<file path="src/rtl/me_pkg.sv">
// Shared motion-estimation constants, candidate sideband type and pixel extraction helper.
package me_pkg;

    localparam int PIX_W   = 8;
    localparam int BLK_PIX = 64;
    localparam int MV_W    = 5;
    localparam int SAD_W   = 14;
    localparam int ROW_PIX = 8;
    localparam int ROWS    = BLK_PIX / ROW_PIX;
    localparam int BLK_W   = PIX_W * BLK_PIX;
    // A row sum of eight 8b differences peaks at 2040, which needs 11 bits.
    localparam int ROW_W   = PIX_W + 3;
    localparam int STAGES  = 3;

    // Sideband that travels with a candidate alongside the SAD data path.
    typedef struct packed {
        logic            first;
        logic            last;
        logic [MV_W-1:0] mv_x;
        logic [MV_W-1:0] mv_y;
    } cand_side_t;

    // Pixel k of a block: bits [8k+7:8k], row-major.
    function automatic logic [PIX_W-1:0] get_pix(input logic [BLK_W-1:0] blk,
                                                 input int unsigned      k);
        return blk[k*PIX_W +: PIX_W];
    endfunction

endpackage

</file>
<file path="src/rtl/sad_tree.sv">
// Three-stage SAD data path: per-pixel |cur-ref|, eight row sums, block total.
module sad_tree
    import me_pkg::*;
(
    input  logic             clk,
    input  logic             rst,
    input  logic             in_valid,
    input  logic [BLK_W-1:0] cur_blk,
    input  logic [BLK_W-1:0] ref_blk,
    output logic [STAGES:1]  stage_vld,
    output logic [SAD_W-1:0] sad
);

    logic [STAGES:1]               vld_pipe_d, vld_pipe_q;
    logic [BLK_PIX-1:0][PIX_W-1:0] absd_d, absd_q;
    logic [ROWS-1:0][ROW_W-1:0]    row_d, row_q;
    logic [SAD_W-1:0]              sad_d, sad_q;

    // Valid shift register: bit s set means stage s holds a candidate.
    always_comb vld_pipe_d = {vld_pipe_q[STAGES-1:1], in_valid};

    // S1: one absolute-difference unit per pixel; the result always fits 8 bits.
    for (genvar k = 0; k < BLK_PIX; k++) begin : g_pix
        logic [PIX_W-1:0] c_px, r_px;
        assign c_px      = get_pix(cur_blk, k);
        assign r_px      = get_pix(ref_blk, k);
        assign absd_d[k] = (c_px > r_px) ? (c_px - r_px) : (r_px - c_px);
    end

    // S2: sum each row of eight differences.
    always_comb begin
        row_d = '0;
        for (int r = 0; r < ROWS; r++) begin
            for (int c = 0; c < ROW_PIX; c++) begin
                row_d[r] = row_d[r] + ROW_W'(absd_q[r*ROW_PIX + c]);
            end
        end
    end

    // S3: add the eight row sums into the block SAD.
    always_comb begin
        sad_d = '0;
        for (int r = 0; r < ROWS; r++) begin
            sad_d = sad_d + SAD_W'(row_q[r]);
        end
    end

    // Valid bits are reset so a reset drops everything in flight.
    always_ff @(posedge clk or posedge rst) begin
        if (rst) vld_pipe_q <= '0;
        else     vld_pipe_q <= vld_pipe_d;
    end

    // Data registers need no reset; they are only observed with their valid bit.
    always_ff @(posedge clk) begin
        absd_q <= absd_d;
        row_q  <= row_d;
        sad_q  <= sad_d;
    end

    assign stage_vld = vld_pipe_q;
    assign sad       = sad_q;

endmodule

</file>
<file path="src/rtl/sad_search_engine.sv">
// SAD search engine: pipelined SAD per candidate, running minimum per block, one result per block.
module sad_search_engine
    import me_pkg::*;
(
    input  logic             clk,
    input  logic             rst,
    input  logic [BLK_W-1:0] cur_blk,
    input  logic [BLK_W-1:0] ref_blk,
    input  logic             cand_valid,
    input  logic             cand_first,
    input  logic             cand_last,
    input  logic [MV_W-1:0]  cand_mv_x,
    input  logic [MV_W-1:0]  cand_mv_y,
    output logic             busy,
    output logic             res_valid,
    output logic [SAD_W-1:0] best_sad,
    output logic [MV_W-1:0]  best_mv_x,
    output logic [MV_W-1:0]  best_mv_y
);

    logic [STAGES:1]              stage_vld;
    logic [SAD_W-1:0]             s3_sad;
    cand_side_t                   side_in, s3_side;
    cand_side_t [STAGES:1]        side_d, side_q;

    logic                         take;
    logic [SAD_W-1:0]             run_min_d, run_min_q;
    logic [MV_W-1:0]              run_mv_x_d, run_mv_x_q, run_mv_y_d, run_mv_y_q;
    logic [SAD_W-1:0]             best_sad_d, best_sad_q;
    logic [MV_W-1:0]              best_mv_x_d, best_mv_x_q, best_mv_y_d, best_mv_y_q;
    logic                         res_valid_d, res_valid_q;

    sad_tree u_tree (
        .clk       (clk),
        .rst       (rst),
        .in_valid  (cand_valid),
        .cur_blk   (cur_blk),
        .ref_blk   (ref_blk),
        .stage_vld (stage_vld),
        .sad       (s3_sad)
    );

    // Sideband shift: flags are qualified at entry so bubbles never carry first/last.
    always_comb begin
        side_in.first = cand_valid & cand_first;
        side_in.last  = cand_valid & cand_last;
        side_in.mv_x  = cand_mv_x;
        side_in.mv_y  = cand_mv_y;
        side_d        = {side_q[STAGES-1:1], side_in};
    end

    assign s3_side = side_q[STAGES];

    // Sideband registers, cleared on reset so no stale first/last survives.
    always_ff @(posedge clk or posedge rst) begin
        if (rst) side_q <= '0;
        else     side_q <= side_d;
    end

    // Compare: first reloads the minimum, otherwise a strictly smaller SAD wins
    // (ties keep the earlier candidate); last publishes the post-update minimum.
    always_comb begin
        run_min_d   = run_min_q;
        run_mv_x_d  = run_mv_x_q;
        run_mv_y_d  = run_mv_y_q;
        best_sad_d  = best_sad_q;
        best_mv_x_d = best_mv_x_q;
        best_mv_y_d = best_mv_y_q;
        res_valid_d = 1'b0;
        take        = stage_vld[STAGES] && (s3_side.first || (s3_sad < run_min_q));
        if (take) begin
            run_min_d  = s3_sad;
            run_mv_x_d = s3_side.mv_x;
            run_mv_y_d = s3_side.mv_y;
        end
        if (stage_vld[STAGES] && s3_side.last) begin
            best_sad_d  = run_min_d;
            best_mv_x_d = run_mv_x_d;
            best_mv_y_d = run_mv_y_d;
            res_valid_d = 1'b1;
        end
    end

    // Running minimum starts at all-ones so an orphan non-first candidate still lands.
    always_ff @(posedge clk or posedge rst) begin
        if (rst) begin
            run_min_q   <= '1;
            run_mv_x_q  <= '0;
            run_mv_y_q  <= '0;
            best_sad_q  <= '0;
            best_mv_x_q <= '0;
            best_mv_y_q <= '0;
            res_valid_q <= 1'b0;
        end else begin
            run_min_q   <= run_min_d;
            run_mv_x_q  <= run_mv_x_d;
            run_mv_y_q  <= run_mv_y_d;
            best_sad_q  <= best_sad_d;
            best_mv_x_q <= best_mv_x_d;
            best_mv_y_q <= best_mv_y_d;
            res_valid_q <= res_valid_d;
        end
    end

    assign busy      = |stage_vld;
    assign res_valid = res_valid_q;
    assign best_sad  = best_sad_q;
    assign best_mv_x = best_mv_x_q;
    assign best_mv_y = best_mv_y_q;

endmodule

</file>
<file path="config.mk">
export PLATFORM = sky130hd
export DESIGN_NAME = sad_search_engine
export DESIGN_NICKNAME = d
export VERILOG_FILES = /design/src/rtl/me_pkg.sv /design/src/rtl/sad_tree.sv /design/src/rtl/sad_search_engine.sv
export SDC_FILE = /design/constraint.sdc
export NUM_CORES = 2
export LEC_CHECK = 0
export BUFFER_PORTS_ARGS = -buffer_cell sky130_fd_sc_hd__buf_2
export CORE_UTILIZATION = 25
export CTS_BUF_LIST = sky130_fd_sc_hd__clkbuf_4
export DETAILED_ROUTE_END_ITERATION = 10
export SYNTH_ARGS = -nofsm -noshare
export SYNTH_HDL_FRONTEND = slang
export SYNTH_HIERARCHICAL = 1
export SYNTH_SLANG_ARGS = --single-unit
</file>
<file path="constraint.sdc">
create_clock -name clk -period 4.7 [get_ports clk]
set_clock_uncertainty 0.05 [all_clocks]
set_input_delay 0.235 -clock clk [delete_from_list [all_inputs] [get_ports clk]]
set_output_delay 0.235 -clock clk [all_outputs]
set_load 0.05 [all_outputs]
</file>
==> flow_metrics.env <==
export IMPL_drtAntennaViolNets=0
export IMPL_path_delay_family="buffers and inverters"
export IMPL_vias=69920
export IMPL_die_w_um=538.8
export IMPL_grt_overflow=0
export IMPL_grt_max_degree=86
export IMPL_io_pins=1065
export IMPL_clk_latency_ps=1250
export IMPL_crit_path_start_kind="input pin"
export IMPL_worstPathRequired_ps=5770
export IMPL_hold_violations=0
export IMPL_status="finished clean"
export IMPL_gp_congestion=0.9731
export IMPL_worstPathArrival_ps=5530
export IMPL_core_area_um2=285900
export IMPL_setup_violations=0
export IMPL_vdd_drop_max_mv=1.671
export IMPL_synthDistinctLibCells=85
export IMPL_fin_cells=15290
export IMPL_layout_drive_gt1_share_pct=13.65
export IMPL_end_kind="flip-flop"
export IMPL_ys_warn_count=6
export IMPL_drc_errors=0
export IMPL_syn_area_um2=72040
export IMPL_synth_area_leader_cell="ha_1"
export IMPL_power_density_nw_per_um2=795.5
export IMPL_track_usage_pct=19.09
export IMPL_ys_ff_latch=702
export IMPL_fmax_ghz=0.2245
export IMPL_grt_pass1_wl_um=431500
export IMPL_slowest_delay_ps=660
export IMPL_port_buffers=1064
export IMPL_syn_instance_count=7804
export IMPL_synth_edf_count=0
export IMPL_layout_nets=13950
export IMPL_hold_class="in2reg"
export IMPL_rsz0062_at_grt="no"
export IMPL_p_leak_uw=0.05515
export IMPL_crit_chain="dlygate4sd3_1 > buf_2 > dlygate4sd3_1 > inv_1 > ha_1 > a21oi_1 > dlygate4sd3_1 > nand2_1 > dlygate4sd3_1 > nand2_1 > dlygate4sd3_1 > nor3_1 > dlygate4sd3_1 > nor3_1 > dlygate4sd3_1"
export IMPL_fin_crit_ps=4454
export IMPL_ys_seq_area_share_pct=20.14
export IMPL_clock_path_buffers=3
export IMPL_first_pass_iters=8
export IMPL_timing_final_crit_share_pct=94.76
export IMPL_wl_per_cell_um=18.56
export IMPL_synth_top_cell_area_share_pct=18.67
export IMPL_die_area_um2=290300
export IMPL_die_h_um=538.8
export IMPL_finalPower_uw=86120
export IMPL_dp_hpwl_um=214500
export IMPL_cts_sinks=702
export IMPL_worst_pin_slew_ps=1049
export IMPL_areaGrowthSynthToFinish_pct=50.28
export IMPL_path_buf_inv=9
export IMPL_wirelength_um=283800
export IMPL_syn_num_nets=10490
export IMPL_critical_path_class="in2reg"
export IMPL_multi_input_area_um2=49680
export IMPL_grt_antenna_before_repair=142
export IMPL_post_cts_repair_setup_buffers=0
export IMPL_synth_main_ff_cell="dfxtp_1"
export IMPL_cts_tree="done"
export IMPL_drv_slew=0
export IMPL_critPathMaxFanout=3
export IMPL_cts_buffers_inserted=202
export IMPL_cp_slowest_cell="dlygate4sd3_1"
export IMPL_start_util_pct=25.19
export IMPL_drtIter0Drc=4188
export IMPL_relSlewSlack_pct=30.06
export IMPL_avgSynthCellArea_um2=9.231
export IMPL_fillers=27750
export IMPL_maxCapViolCount=0
export IMPL_clk_pin_slew_ps=60
export IMPL_yosys_top_cells_area="ha_1 (19%), dfxtp_1 (17%), fa_1 (16%)"
export IMPL_regArea_um2=14510
export IMPL_async_flop_share_pct=12.54
export IMPL_htreeDepth=4
export IMPL_placementRows=196
export IMPL_first_global_vias=74200
export IMPL_viasPerCell=4.573
export IMPL_r2r_setup_slack_ps=430
export IMPL_path_common_cell="dlygate4sd3_1"
export IMPL_dpl_cell_count=12390
export IMPL_root_buffer="clkbuf_4"
==> power by group <==
part	switching [uW]	internal (uW)
clock	3000	2980
combinational	39400	30400
sequential	1230	9090
total	43600	42500
==> tightest hold or removal path: stages <==
cell           delay (ps)
buf_2                 120
ha_1                  170
a221oi_1               50
mux2i_1               160
xor2_1                100
dlygate4sd3_1         560
==> state kept, by name (all words and copies together) (netlist names) <==
register and flops:
res_valid 1, u_tree/stage_vld 3, u_tree/sad 14, u_tree/row_q 88
side_d 24, best_sad 14, run_mv_x_q 5, u_tree/absd_q 512
best_mv_x 5, s3_side 12, run_mv_y_q 5, best_mv_y 5
run_min_q 14
==> kinds of logic after synthesis <==
logic type	synth area share, %
fa+ha+maj	34.48
buf+inv	10.90
compound gates	17.19
xor+xnor	4.839
mux	5.888
flops	20.14
simple gates	6.553
==> metal layers <==
metal | GRT usage, % | routed length, um | vias to the layer above
met2 | 31.77 | 131000 | 2846
li1 | - | - | 33010
met4 | 11.09 | 17550 | 42
met3 | 4.092 | 18400 | 832
met1 | 22.61 | 116500 | 33190
met5 | 0 | 250 | -
==> layout by cell type, fill, tap and decap left out, drive strengths merged, types with 64 or more instances in the layout <==
cell and count:
a211oi 79, a21o 350, a21oi 398, a31oi 212
and4 64, buf 1074, clkbuf 274, clkinv 73
dfrtp 74, dfxtp 614, diode 103, dlygate4sd3 2435
fa 569, ha 1075, inv 1792, mux2i 387
nand2 335, nand3b 101, nor2 109, o21ai 279
xnor2 145, xor2 253
==> synthesized netlist by cell type (20+ instances only) <==
| cell | count |
|---|---|
| mux2i_1 | 387 |
| a21o_1 | 348 |
| dfrtp_1 | 74 |
| buf_2 | 111 |
| ha_1 | 1075 |
| o211ai_1 | 26 |
| nand3b_1 | 101 |
| a41oi_4 | 29 |
| a22o_1 | 30 |
| o21ai_4 | 23 |
| o21a_1 | 22 |
| o21ai_0 | 249 |
| mux2_4 | 20 |
| xor2_1 | 253 |
| nand2b_1 | 39 |
| o2111ai_1 | 61 |
| a31oi_1 | 209 |
| dfxtp_1 | 614 |
| a211o_1 | 25 |
| nor2_1 | 107 |
| a221oi_1 | 63 |
| nor2b_1 | 51 |
| nand2_1 | 335 |
| a21oi_1 | 395 |
| fa_1 | 569 |
| o22a_1 | 23 |
| nand4_1 | 63 |
| inv_1 | 1783 |
| a31o_2 | 33 |
| xnor2_1 | 145 |
| a211oi_1 | 77 |
| clkbuf_1 | 126 |
| nor3_1 | 23 |
| and4_1 | 64 |
==> final cells by class <==
| class | count | share of cell area, % |
|---|---|---|
| inverter | 1784 | 6.188 |
| sequential | 702 | 13.40 |
| antenna | 103 | 0.2381 |
| tap | 3762 | 4.348 |
| multi-input combinational | 5068 | 45.89 |
| clock buffer | 274 | 1.900 |
| clock inverter | 88 | 0.5259 |
| timing repair buffer | 3509 | 27.50 |
==> what timing repair did <==
action / in CTS / in global routing
pin swaps: 0 / 0
hold buffers: 2435 / 0
cloned: 0 / 0
resized for setup: 1 / 1
setup endpoints to repair: 1 / 1
endpoints found under the hold margin: 613 / 0
==> path summary, 6_finish.rpt <==
kind	cells after the start	end	from
min	6	u_tree/absd_q[407]$_DFF_P_	cur_blk[406]
max in group asynchronous	4	side_d[25]$_DFF_PP0_	rst
min in group asynchronous	4	side_d[35]$_DFF_PP0_	rst
max reg2reg	14	u_tree/row_q[52]$_DFF_P_	u_tree/absd_q[282]$_DFF_P_
min reg2reg	0	side_d[27]$_DFF_PP0_	side_d[15]$_DFF_PP0_
max	15	u_tree/absd_q[67]$_DFF_P_	cur_blk[65]
==> stage by stage <==
stage	setup WS [ps]	setup TNS [ps]	cell area [um2]	util, %	hold WS (ps)
3_3_place_gp	-56.82	-56.82	80990	28.32	224.4
4_1_cts	227.4	0	108000	37.77	0.05906
3_5_place_dp	-118.7	-118.7	80990	28.32	227.5
5_1_grt	87.19	0	108200	37.83	71.09
6_report	246.2	0	108300	37.86	234.2
2_1_floorplan	692.0	0	72040	-	-61.36
Power figures use the tool's default switching activity.
